### config.mk
export PLATFORM = sky130hd
export DESIGN_NAME = in_port_fifo
export DESIGN_NICKNAME = d
export VERILOG_FILES = /design/src/rtl/in_port_fifo.sv
export SDC_FILE = /design/constraint.sdc
export NUM_CORES = 1
export LEC_CHECK = 0
export CORE_UTILIZATION = 45
export DETAILED_ROUTE_END_ITERATION = 12
export PLACE_DENSITY = 0.66
export SYNTH_ARGS = -nofsm -noshare
export SYNTH_HDL_FRONTEND = slang
export SYNTH_SLANG_ARGS = --single-unit
### constraint.sdc
create_clock -name Clock -period 3.95 [get_ports Clock]
set_clock_uncertainty 0.2 [all_clocks]
set_input_delay 0.5925 -clock Clock [delete_from_list [all_inputs] [get_ports Clock]]
set_output_delay 0.5925 -clock Clock [all_outputs]
set_load 0.005 [all_outputs]
### src/rtl/in_port_fifo.sv
// Multi-channel strobe-loaded input port with a per-channel FIFO, bus read/pop and sticky status flags.
// Optional INPORT_SYNC_EN: passes each Strobe through a two-flop synchronizer before edge detection.
module in_port_fifo #(
    parameter int WIDTH  = 32,
    parameter int DEPTH  = 4,
    parameter int NUM_CH = 2
) (
    input  logic                                           Clock,
    input  logic                                           Clear,
    input  logic [NUM_CH*WIDTH-1:0]                        InputDev,
    input  logic [NUM_CH-1:0]                              Strobe,
    input  logic [((NUM_CH > 1) ? $clog2(NUM_CH) : 1)-1:0] Sel,
    input  logic                                           InPortout,
    input  logic                                           FlagClr,
    output logic [WIDTH-1:0]                               BusMuxIn_InPort,
    output logic [NUM_CH-1:0]                              Empty,
    output logic [NUM_CH-1:0]                              Full,
    output logic [NUM_CH-1:0]                              Overflow,
    output logic [NUM_CH-1:0]                              Underflow,
    output logic [$clog2(DEPTH):0]                         Count
);
    localparam int SEL_W = (NUM_CH > 1) ? $clog2(NUM_CH) : 1;
    localparam int PTR_W = $clog2(DEPTH);
    localparam int CNT_W = PTR_W + 1;

    logic [PTR_W-1:0]  rd_ptr [NUM_CH];
    logic [PTR_W-1:0]  wr_ptr [NUM_CH];
    logic [CNT_W-1:0]  cnt    [NUM_CH];
    logic [WIDTH-1:0]  mem    [NUM_CH][DEPTH];

    logic              inport_prev;
    logic              sel_ok;
    logic              pop_evt;
    logic              push_en;
    logic [1:0]        warm;
    logic [NUM_CH-1:0] strobe_src;
    logic [NUM_CH-1:0] strobe_prev;
    logic [NUM_CH-1:0] sel_hit;
    logic [NUM_CH-1:0] push_req;
    logic [NUM_CH-1:0] pop_req;
    logic [NUM_CH-1:0] push_ok;
    logic [NUM_CH-1:0] pop_ok;

`ifdef INPORT_SYNC_EN
    localparam int WARM = 3;
    logic [NUM_CH-1:0] strobe_p0;
    logic [NUM_CH-1:0] strobe_p1;

    // Stage p0/p1: metastability guard on the device strobes
    always_ff @(posedge Clock or negedge Clear) begin
        if (!Clear) begin
            strobe_p0 <= '0;
            strobe_p1 <= '0;
        end else begin
            strobe_p0 <= Strobe;
            strobe_p1 <= strobe_p0;
        end
    end
    assign strobe_src = strobe_p1;
`else
    localparam int WARM = 1;
    assign strobe_src = Strobe;
`endif

    // Pushes stay masked until the detector has seen the real strobe level,
    // so a strobe held high across reset release never loads a word.
    assign push_en  = (warm == 2'(WARM));
    assign push_req = strobe_src & ~strobe_prev & {NUM_CH{push_en}};

    always_comb begin
        sel_ok  = (32'(Sel) < NUM_CH);
        pop_evt = inport_prev & ~InPortout & sel_ok;
        sel_hit = '0;
        Empty   = '0;
        Full    = '0;
        pop_req = '0;
        push_ok = '0;
        pop_ok  = '0;
        for (int c = 0; c < NUM_CH; c++) begin
            sel_hit[c] = sel_ok && (Sel == SEL_W'(c));
            Empty[c]   = (cnt[c] == '0);
            Full[c]    = (cnt[c] == CNT_W'(DEPTH));
            pop_req[c] = pop_evt & sel_hit[c];
            // A pop on the same edge frees the slot a full-FIFO push needs.
            push_ok[c] = push_req[c] & (~Full[c] | pop_req[c]);
            pop_ok[c]  = pop_req[c] & ~Empty[c];
        end
    end

    always_comb begin
        BusMuxIn_InPort = '0;
        Count           = '0;
        for (int c = 0; c < NUM_CH; c++) begin
            if (sel_hit[c]) begin
                Count = cnt[c];
                if (InPortout && !Empty[c]) begin
                    BusMuxIn_InPort = mem[c][rd_ptr[c]];
                end
            end
        end
    end

    always_ff @(posedge Clock or negedge Clear) begin
        if (!Clear) begin
            inport_prev <= 1'b0;
            strobe_prev <= '0;
            warm        <= '0;
            Overflow    <= '0;
            Underflow   <= '0;
            for (int c = 0; c < NUM_CH; c++) begin
                rd_ptr[c] <= '0;
                wr_ptr[c] <= '0;
                cnt[c]    <= '0;
            end
        end else begin
            inport_prev <= InPortout;
            strobe_prev <= strobe_src;
            if (!push_en) begin
                warm <= warm + 2'd1;
            end
            for (int c = 0; c < NUM_CH; c++) begin
                if (push_ok[c]) begin
                    wr_ptr[c] <= wr_ptr[c] + PTR_W'(1);
                end
                if (pop_ok[c]) begin
                    rd_ptr[c] <= rd_ptr[c] + PTR_W'(1);
                end
                cnt[c] <= cnt[c] + CNT_W'(push_ok[c]) - CNT_W'(pop_ok[c]);
                // Set events take priority over a same-cycle FlagClr.
                Overflow[c]  <= (push_req[c] & Full[c] & ~pop_req[c]) |
                                (Overflow[c] & ~(FlagClr & sel_hit[c]));
                Underflow[c] <= (pop_req[c] & Empty[c]) |
                                (Underflow[c] & ~(FlagClr & sel_hit[c]));
            end
        end
    end

    always_ff @(posedge Clock) begin
        for (int c = 0; c < NUM_CH; c++) begin
            if (push_ok[c]) begin
                mem[c][wr_ptr[c]] <= InputDev[c*WIDTH +: WIDTH];
            end
        end
    end

endmodule

### Yosys cells after proc, flatten, opt, wreduce, memory -nomap -nowiden

Memory sizes are Yosys's and may differ from the RTL's.
Cells that the tools add are included.

| storage, ports and cells | value |
|---|---|
| bits in registers | 23 |
| memory bits (writable) | 256 |
| input port bits | 71 |
| word-level logic and storage cells | 99 |
| memories | 1 |

| cells by class | value |
|---|---|
| add/subtract/negate cells | 9 |
| order comparisons | 6 |
| equal/unequal tests | 3 |
| muxes and demuxes | 19 |
| bitwise gates (word level) | 42 |
| reduce and logical (&&, ||, !) cells | 8 |

Memories:

| name | depth | bits a word | rd ports | clocked after Yosys merged registers in | write ports | line | text |
|---|---|---|---|---|---|---|---|
| mem | 2 | 128 | 2 | 0 | 2 | 29 | `logic [WIDTH-1:0] mem [NUM_CH][DEPTH];` |

Operator list:

| operator | count |
|---|---|
| two-way mux 32 bit | 10 |
| two-way mux 128 bit | 2 |
| binary-select mux 32 bit (select 2 bit) | 2 |
| demux 32 bit (select 2 bit) | 2 |
| AND 1 bit | 19 |
| greater-or-equal comparator 3 bit, second input constant | 4 |
| inverter 2 -> 3 bit | 4 |
| adder 2 x 1 -> 2 bit, second input constant | 5 |
| inverter 1 bit | 10 |
| adder 3 x 1 -> 3 bit | 2 |
| == test 3 bit, second input constant | 2 |
| logical NOT 3 bit | 2 |
| < comparator 3 x 1 -> 1 bit, second input constant | 2 |
| bitwise OR 1 bit | 6 |
| subtractor 3 x 1 -> 3 bit | 2 |
| AND 2 bit | 2 |
| logical AND 1 bit | 4 |
| two-way mux 3 bit | 1 |
| == test 2 x 1 -> 1 bit, second input constant | 1 |
| logical NOT 1 bit | 2 |
| two-way mux 1 bit | 2 |
| inverter 2 bit | 1 |

### Depth between registers and ports, before layout

Gate-level depths: netlist of run 1.

| logic depth | value |
|---|---|
| depth after elaboration | 8 |
| depth in mapped cells | 12 |
| depth with buffers taken out | 12 |

### Worst setup path before layout of run 1

No wires, ideal clock.

| timing path | value |
|---|---|
| path type | input to register |
| start point | input port Sel |
| end point | memory mem[0][0] in the netlist's numbering, enable pin |
| setup time | 0.392 ns |
| arrival time | 2.175 ns |
| slack | 1.183 ns |
| cell stages on the path | 4 |
| buffers on the path | 1 |
| cell sequence | buf_6 > or3b_4 > a21oi_4 > and2_1 |

RTL lines:

| element | line | text |
|---|---|---|
| start, declared | 12 | `input logic [((NUM_CH > 1) ? $clog2(NUM_CH) : 1)-1:0] Sel,` |
| end, declared | 29 |  |

### Worst setup path after layout of run 1

| timing path | value |
|---|---|
| start point | register rd_ptr[2] in the netlist's numbering |
| end point | output port BusMuxIn_InPort[17] |

| on the way | value |
|---|---|
| word-level cells in the longest chain between the ends | 8 |

Ends and longest elaborated chain:

| element | line | text |
|---|---|---|
| start, declared | 26 | `logic [PTR_W-1:0] rd_ptr [NUM_CH];` |
| start signal, assigned by index | 126 | `rd_ptr[c] <= rd_ptr[c] + PTR_W'(1);` |
| inverter 2 -> 3 bit (implied by the code) (*) | 97 | `BusMuxIn_InPort = mem[c][rd_ptr[c]];` |
| binary-select mux 32 bit (select 2 bit) (*) | 97 |  |
| two-way mux 32 bit (implied by the code) (*) (2 in a row) | 97 |  |
| two-way mux 32 bit (*) | 96 | `if (InPortout && !Empty[c]) begin` |
| two-way mux 32 bit (*) | 94 | `if (sel_hit[c]) begin` |
| two-way mux 32 bit | 96 |  |
| two-way mux 32 bit (*) | 94 |  |
| end, declared | 15 | `output logic [WIDTH-1:0] BusMuxIn_InPort,` |

Mark *: on every way between the ends. The rest lies on a longest branch, timed or not. The select of a mux whose other input is x is not followed.

==> qor.txt, run 1 <==
Status = finished, final reports clean
Path depth of the worst reg2reg path = 12
FF+latch count, synth = 279
Post-synth EDFFs = 256
Clock transition at the registers of the reported paths = 60 ps
Hold crit path type = register to register
Ys flop type = edfxtp_1
WL/cell = 23.16 um
Critical path startpoint category = register
Synthesized instance count = 481
Complex-gate fraction of the synthesized area = 0.03103
TritonCTS sink count = 279
Post-Synth Adder-Cell Area = 0.01862
Peak fanout along the critical path = 21
RR Startpoint = warm[1]
Die height = 157.5 um
Final antenna-violating net count = 0
Fill count = 1800
Async S/R FF share, synth = 0.08244
Initial DRC Count = 303
Synthesis Warnings = 0
Worst Setup EP = BusMuxIn_InPort[17]
Largest net degree at the start of global routing = 34
H-tree levels = 1
CP startpoint = rd_ptr[2]
Die width = 157.5 um
Cell total after placement = 908
Synth Area in XOR/XNOR = 0.008850
Critical Path Slowest Stage Cell = dfrtp_2
Top post-synthesis cells by area = edfxtp_1, mux4_2, dfrtp_1, mux4_1, a22o_1
Initial Util = 0.4611
Nets = 706
Layout cells sized above 1 = 0.1928
Pre-antenna DRT Iters = 6
Worst Path Required = 3160 ps
Placement Cell Area = 12490 um2
Max Slew Vio Count = 0
CTS tree = built
Largest family of logic cells by synthesized area = multiplexers
Average via count per standard cell = 5.454
Period minus WS final = 3592 ps
Worst EP arrival = 2800 ps
Syn nets = 567
GR Overflow Total = 0
Worst Min Path Start = warm[0]
Buf+Inv Stages, Crit Path = 2
IO buf count = 113
Seq/Total Area, Yosys = 0.7590
Pleak = 4.464 nW
# hold bufs at CTS = 0
Hold WS = 285.1 ps
Overall routed net length = 22160 um
Most frequent cell after synthesis = edfxtp_1
Mux share of post-synthesis cell area = 0.1437
Synth top area share = 0.7061
Crit path largest cell delay = 700 ps
Synth cell types = 29
Synthesis-to-finish area growth = 22.43%
Unrepaired setup endpoints after global routing = no
First-pass GRT wire length = 33850 um
Deepest clock path buffer count = 3
Sum of negative setup slack = 0 ps
Die Area = 24820 um2
Final Cell Area = 13330 um2
Synthesized area per cell = 22.63 um2
Total GRT Usage = 0.1872
VDD IR-drop max = 0.3816 mV
Crit share post-route = 0.9094
Achievable clock frequency = 278.4 MHz
Worst setup margin = 357.8 ps
Later-pin clock latency in the skew report = 530 ps
Setup violators final = 0
Via Count = 5219
Core Rows = 56
Biggest area consumer among synthesized cells = edfxtp_1
Post-DP HPWL = 13650 um
CTS Buf Count = 29
P per Cell Area = 638.6 nW/um2
Drc violations = 0
Number of stages on the worst setup path = 4
Antenna diode count = 0
Routability-driven placement congestion ratio = 0.7236
R2r endpoint = cnt[2]
Headroom to the max-slew limit = 0.2975
Place WS = 419.2 ps
Area of the core = 23610 um2
Antenna violations before repair = 1
Post-CTS sizing = 0
Critical-path cell list = buf_12 > mux4_1 > a22o_1 > clkdlybuf4s50_1
I/O pin count = 114
Top cells by count, synth = edfxtp_1, mux4_2, a22o_1
CP endpoint kind = output pin
Slew @ Worst Pin = 1050 ps
Endpoints failing hold = 0
Root Buffer = clkbuf_16
Non-Filler Instances = 957
Postcts setup bufs = 0
Max-capacitance violation count = 0
WS Path Type = register to output pin
Vias in the first global route = 5707
Simple-Gate Fraction of Synth Area = 0.01908
Delay-heaviest family, CP = buffers and inverters
Synth Cell Area = 10890 um2
R2r setup slk = 1260 ps
## layout make-up
| cell class | instances | area (um2) | area share |
|---|---|---|---|
| tap | 319 | 399.1 | 0.02994 |
| sequential | 279 | 8268 | 0.6203 |
| multi-input combinational | 166 | 2432 | 0.1825 |
| timing repair buffer | 131 | 1341 | 0.1006 |
| clock inverter | 13 | 87.58 | 0.006571 |
| clock buffer | 36 | 752.0 | 0.05642 |
| inverter | 13 | 48.80 | 0.003661 |
## metal layers
| metal | vias up | GRT usage | wire (um) |
|---|---|---|---|
| met5 | - | 0 | 17 |
| met4 | 2 | 0.04623 | 418 |
| met3 | 33 | 0.02974 | 1301 |
| met2 | 162 | 0.3205 | 10850 |
| met1 | 2737 | 0.2511 | 9571 |
| li1 | 2285 | - | - |
## worst register-to-register path: cells and delay by family (launching register included)
kind / cells / cell delay, ps
xor gates and xnor gates: 2 / 280
and+or+nand+nor: 1 / 160
DFF: 1 / 360
buffers and inverters: 4 / 260
adders and majority gates: 4 / 1030
AOI/OAI and AO/OA: 1 / 280
## worst min-delay path by stage
stage	endpoint	depth (start not counted)
6_report	warm[0]	1
5_1_grt	warm[0]	1
4_1_cts	warm[0]	1
3_5_place_dp	warm[0]	1
3_3_place_gp	warm[0]	1
2_1_floorplan	Overflow[0]	0
## state kept, by name (all words and copies together), names as in the netlist
register,flops
Overflow,2
Underflow,2
cnt,6
inport_prev,1
mem,256
rd_ptr,4
strobe_prev,2
warm,2
wr_ptr,4
## layout by cell type (no fill, tap or decap), types with 9 or more instances in the layout
cell type        count
a22o_1              32
buf_4               12
clkbuf_16           29
clkdlybuf4s50_1    113
clkinv_1             9
dfrtp_1             19
edfxtp_1           256
ha_1                13
inv_1               13
mux4_1              17
mux4_2              47
nand2_1              9
## through the flow
stage / total power, W / util
2_1_floorplan: 0.005296 / -
3_3_place_gp: 0.006117 / 0.5289
3_5_place_dp: 0.006187 / 0.5289
4_1_cts: 0.008635 / 0.5645
5_1_grt: 0.008907 / 0.5645
6_report: 0.008512 / 0.5645
## cell families after synthesis
group                      Yosys count
and+or+nand+nor                     32
DFF                                279
AOI/OAI and AO/OA                   39
muxes                               69
adders and majority gates           15
xor gates and xnor gates            11
buffers and inverters               36
## power by group
group / internal, W / total [W] / switching (W) / leakage (nW)
Clock: 0.00140 / 0.00244 / 0.00104 / 0.404
Sequential: 0.00362 / 0.00397 / 0.000353 / 2.59
Combinational: 0.00123 / 0.00210 / 0.000872 / 1.47
Power figures use the tool's default switching activity.
==> run 2, diff against run 1 <==
--- a/config.mk
+++ b/config.mk
@@ -7,6 +7,7 @@
 export LEC_CHECK = 0
 export CORE_UTILIZATION = 45
 export DETAILED_ROUTE_END_ITERATION = 12
+export GPL_TIMING_DRIVEN = 0
 export PLACE_DENSITY = 0.66
 export SYNTH_ARGS = -nofsm -noshare
 export SYNTH_HDL_FRONTEND = slang
==> constraint.sdc (replaced) <==
create_clock -name Clock -period 3.83 [get_ports Clock]
set_clock_uncertainty 0.2 [all_clocks]
set_input_delay 0.5745 -clock Clock [delete_from_list [all_inputs] [get_ports Clock]]
set_output_delay 0.5745 -clock Clock [all_outputs]
set_load 0.005 [all_outputs]
==> run 2 against run 1 <==
Critical path type unchanged. Wire length is 0.23% lower. Core utilization rose by 1.3 points. Highest routed layer is now met4. Via count up 1.5%. Die area unchanged. Clock power rose by 20%. First-iteration DRC count fell by 15%. Non-clock buffer count is 12 higher.
==> qor.txt, run 2 (synthesis gave the netlist of run 1 again) <==
Overall routed net length = 22110 um
Pwr Total = 0.009296 W
Pre-antenna DRT Iters = 4
Final antenna-violating net count = 0
Root Buffer = clkbuf_16
Die Area = 24820 um2
Achievable clock frequency = 286.6 MHz
Status = finished, final reports clean
H-tree levels = 1
Worst Hold Depth = 4
Core Rows = 56
Max-capacitance violation count = 0
Critical path startpoint category = register
Period minus WS final = 3489 ps
Initial DRC Count = 259
CP endpoint kind = output pin
GR Overflow Total = 0
Post-CTS sizing = 0
Die height = 157.5 um
Worst EP arrival = 2710 ps
RR Startpoint = warm[1]
Routability-driven placement congestion ratio = 0.7442
Headroom to the max-slew limit = 0.2459
Setup violators final = 0
Slew @ Worst Pin = 1128 ps
TritonCTS sink count = 279
Postcts setup bufs = 0
Hold Crit Endpoint = Overflow[1]
Endpoints failing hold = 0
IO buf count = 112
First-pass GRT wire length = 33550 um
CTS tree = built
Commonest non-fill, non-tap cell in the layout = edfxtp_1
Worst Min Path Start = Sel
Total GRT Usage = 0.1872
Final Cell Area = 13630 um2
R2r setup slk = 1110 ps
Die width = 157.5 um
Later-pin clock latency in the skew report = 540 ps
Worst Path Required = 3060 ps
Largest net degree at the start of global routing = 24
VDD IR-drop max = 0.3864 mV
I/O pin count = 114
Hold crit path type = primary input to register
Layout cells sized above 1 = 0.2129
Nets = 717
Deepest clock path buffer count = 3
Crit share post-route = 0.9111
Fill count = 1743
Average via count per standard cell = 5.436
Antenna violations before repair = 0
Post-DP HPWL = 14380 um
Path depth of the worst reg2reg path = 12
Cell total after placement = 920
Synthesis-to-finish area growth = 25.20%
Initial Util = 0.4611
Commonest cells after routing, fill and taps aside = edfxtp_1, clkdlybuf4s50_1, mux4_2, a22o_1, clkbuf_16
CTS Buf Count = 28
# hold bufs at CTS = 0
Placement Cell Area = 12620 um2
Non-Filler Instances = 974
Via Count = 5295
Pleak = 4.620 nW
Clock transition at the registers of the reported paths = 60 ps
R2r endpoint = cnt[2]
Max Slew Vio Count = 0
Peak fanout along the critical path = 10
Area of the core = 23610 um2
Vias in the first global route = 5655
WS Path Type = register to output pin
Drc violations = 0
Largest register FFs = 256
P per Cell Area = 682.0 nW/um2
Unrepaired setup endpoints after global routing = no
WL/cell = 22.70 um
-- run 2: cell count changes in the layout (fill, tap and decap cells not counted), moves of 5 or more --
| cell | before | now |
|---|---|---|
| clkinv_2 | 1 | 6 |
| buf_6 | 0 | 9 |
| buf_16 | 0 | 6 |
| buf_4 | 12 | 0 |
| buf_2 | 0 | 10 |
| bufinv_16 | 1 | 7 |
-- run 2: power by group --
part | internal (W) | leakage (nW) | switching (W)
clock network | 0.00181 | 0.485 | 0.00112
logic | 0.00135 | 1.54 | 0.00113
registers | 0.00373 | 2.60 | 0.000151
-- run 2: worst max path at each step --
stage                     startpoint             endpoint  slack, ps  cells past startpoint
after global routing          cnt[1]  BusMuxIn_InPort[16]        180                      5
final                         cnt[1]   BusMuxIn_InPort[1]        340                      5
after detailed placement   InPortout  BusMuxIn_InPort[16]        360                      6
after global placement     InPortout          mem[0][116]       -170                      4
after CTS                  rd_ptr[3]  BusMuxIn_InPort[27]        250                      5
after floorplan                  Sel            mem[0][0]       1080                      4
-- run 2: worst max-delay path, cell delays in order, from the launching register on --
cell and delay [ps]:
dfrtp_1 540, nor3_2 140, nor2_1 380, buf_2 350, a22o_1 200, clkdlybuf4s50_1 570
-- run 2: area by class of cell --
cell class                      count  area (um2)  share of cell area
Buffer                             23       166.4             0.01221
Clock buffer                       30       708.2             0.05196
Tap cell                          319       399.1             0.02928
Timing Repair Buffer              120        1326             0.09730
Multi-Input combinational cell    166        2419              0.1774
Antenna cell                        2       5.005           0.0003672
Inverter                           13       48.80            0.003580
Sequential cell                   279        8263              0.6062
Clock inverter                     22       295.3             0.02166
-- run 2: per-stage QoR --
stage               hold slack (ps)    util  TNS (ps)  setup WS [ps]
finish                        183.7  0.5773         0          340.5
global route                  209.0  0.5770         0          182.2
CTS                           157.7  0.5770         0          252.3
detailed placement            272.5  0.5345         0          358.8
global placement              265.8  0.5254    -26040         -173.1
floorplan                     78.91       -         0           1081
-- run 2: per-layer routing --
layer,global-route usage,routed length (um),up-vias
met4,0.04993,493,0
li1,-,-,2323
met2,0.3177,11000,151
met3,0.03276,1122,36
met5,0,0,-
met1,0.2501,9493,2785
==> run 3, diff against run 2 <==
--- a/config.mk
+++ b/config.mk
@@ -9,6 +9,7 @@
 export DETAILED_ROUTE_END_ITERATION = 12
 export GPL_TIMING_DRIVEN = 0
 export PLACE_DENSITY = 0.66
+export SLEW_MARGIN = 10
 export SYNTH_ARGS = -nofsm -noshare
 export SYNTH_HDL_FRONTEND = slang
 export SYNTH_SLANG_ARGS = --single-unit
==> run 3 against run 2 <==
Worst hold slack got worse by 0.87 ps. Combinational power is essentially flat. Global-route usage unchanged. First-iteration DRC count rose by 14%. Worst setup slack worse by 8.3 ps. Wire length up 0.28%. Highest routed layer unchanged. Critical endpoint is now BusMuxIn_InPort[16]. Largest power group unchanged. Core utilization is essentially flat. Die area unchanged. Register-to-register slack about the same. Critical path type unchanged. Sequential power barely moved.
==> qor.txt, run 3 (synthesis gave the netlist of run 1 again) <==
Status = finished, final reports clean
Initial Util = 0.4611
Antenna violations before repair = 0
Hold WS = 182.8 ps
GR Overflow Total = 0
WL/cell = 22.74 um
CP endpoint kind = output pin
Overall routed net length = 22170 um
Crit path largest cell delay = 550 ps
WS Path Type = register to output pin
Worst setup margin = 332.3 ps
Headroom to the max-slew limit = 0.4924
Post-DP HPWL = 14380 um
Place WS = 358.8 ps
Commonest cells after routing, fill and taps aside = edfxtp_1, clkdlybuf4s50_1, mux4_2, a22o_1, clkbuf_16
Root Buffer = clkbuf_16
Hold crit path type = primary input to register
Cell total after placement = 920
Slew @ Worst Pin = 761.3 ps
Critical Path Slowest Stage Cell = dfrtp_1
R2r setup slk = 1110 ps
I/O pin count = 114
Synthesis-to-finish area growth = 25.25%
Worst Path Required = 3060 ps
Largest net degree at the start of global routing = 24
Initial DRC Count = 296
Peak fanout along the critical path = 10
Achievable clock frequency = 285.9 MHz
Total GRT Usage = 0.1872
Vias in the first global route = 5655
Setup violators final = 0
Endpoints failing hold = 0
RR Startpoint = warm[1]
Layout cells sized above 1 = 0.2141
Later-pin clock latency in the skew report = 540 ps
Drc violations = 0
H-tree levels = 1
Max Slew Vio Count = 0
Deepest clock path buffer count = 3
P per Cell Area = 682.3 nW/um2
Largest register FFs = 256
Critical path startpoint category = register
Pre-antenna DRT Iters = 4
Nets = 718
VDD IR-drop max = 0.3871 mV
Number of stages on the worst setup path = 5
Postcts setup bufs = 0
Average via count per standard cell = 5.407
Period minus WS final = 3498 ps
Non-Filler Instances = 975
Die Area = 24820 um2
R2r endpoint = cnt[2]
Worst EP arrival = 2720 ps
Max-capacitance violation count = 0
Crit share post-route = 0.9132
CTS tree = built
Clock transition at the registers of the reported paths = 60 ps
Routability-driven placement congestion ratio = 0.7442
TritonCTS sink count = 279
Worst Min Path Start = Sel
Die width = 157.5 um
Area of the core = 23610 um2
Core Rows = 56
Die height = 157.5 um
Path depth of the worst reg2reg path = 12
Final antenna-violating net count = 0
Via Count = 5272
CTS Buf Count = 28
Unrepaired setup endpoints after global routing = no
Hold Crit Endpoint = Overflow[1]
Pleak = 4.624 nW
Buf+Inv Stages, Crit Path = 2
First-pass GRT wire length = 33550 um
Delay-heaviest family, CP = buffers and inverters
Worst Hold Depth = 4
Final Cell Area = 13640 um2
Placement Cell Area = 12620 um2
Critical-path cell list = nor3_2 > nor2_1 > buf_2 > a22o_1 > clkdlybuf4s50_1
IO buf count = 112
Commonest non-fill, non-tap cell in the layout = edfxtp_1
run 3: cell types whose count changed in the layout (fill, tap and decap cells not counted), sizes merged:
cell	delta
buf	+1
clkdlybuf4s50	-1
dlygate4sd3	+1
run 3: how the worst max path moves through the flow:
stage,startpoint,endpoint,slack (ps)
after CTS,rd_ptr[3],BusMuxIn_InPort[27],250
final,cnt[1],BusMuxIn_InPort[16],330
after detailed placement,InPortout,BusMuxIn_InPort[16],360
after floorplan,Sel,mem[0][0],1080
after global routing,cnt[1],BusMuxIn_InPort[16],180
after global placement,InPortout,mem[0][116],-170
run 3: layout make-up:
| cell class | count | area (um2) |
|---|---|---|
| fillers | 1744 | 9977 |
| flip-flops and latches | 279 | 8263 |
| multi-input cells | 166 | 2419 |
| repair buffers | 121 | 1331 |
| clock buffers | 30 | 708.2 |
| well taps | 319 | 399.1 |
| clock inverters | 22 | 295.3 |
| plain buffers | 23 | 166.4 |
| inverters | 13 | 48.80 |
| diodes | 2 | 5.005 |
run 3: metal layers:
| metal | track usage | up-vias | routed length [um] |
|---|---|---|---|
| met1 | 0.2501 | 2781 | 9551 |
| met5 | 0 | - | 0 |
| met3 | 0.03276 | 35 | 1128 |
| met2 | 0.3177 | 135 | 11000 |
| met4 | 0.04993 | 0 | 493 |
| li1 | - | 2321 | - |
run 3: metrics by stage:
| stage | utilization | setup TNS [ps] | power (W) |
|---|---|---|---|
| final | 0.5775 | 0 | 0.009304 |
| after floorplan | - | 0 | 0.005462 |
| after CTS | 0.5770 | 0 | 0.009426 |
| after detailed placement | 0.5345 | 0 | 0.006494 |
| after global placement | 0.5254 | -26040 | 0.006338 |
| after global routing | 0.5773 | 0 | 0.009701 |
run 3: where the power goes:
group	switching (W)	internal (W)	total (W)
Sequential	0.000152	0.00373	0.00388
Clock	0.00113	0.00181	0.00293
Combinational	0.00114	0.00135	0.00249
run 3: what timing repair did:
item                                   in CTS  in global routing
hold buffers                                0                  1
gates resized for setup                     0                  0
endpoints found under the hold margin       0                 23
run 3: worst register-to-register path: cells and delay by family, from the launching register on:
family | cells | cell delay (ps)
buf+inv | 4 | 280
compound gates | 1 | 290
xor+xnor | 2 | 280
simple gates | 1 | 140
flops | 1 | 360
fa+ha+maj | 4 | 1060
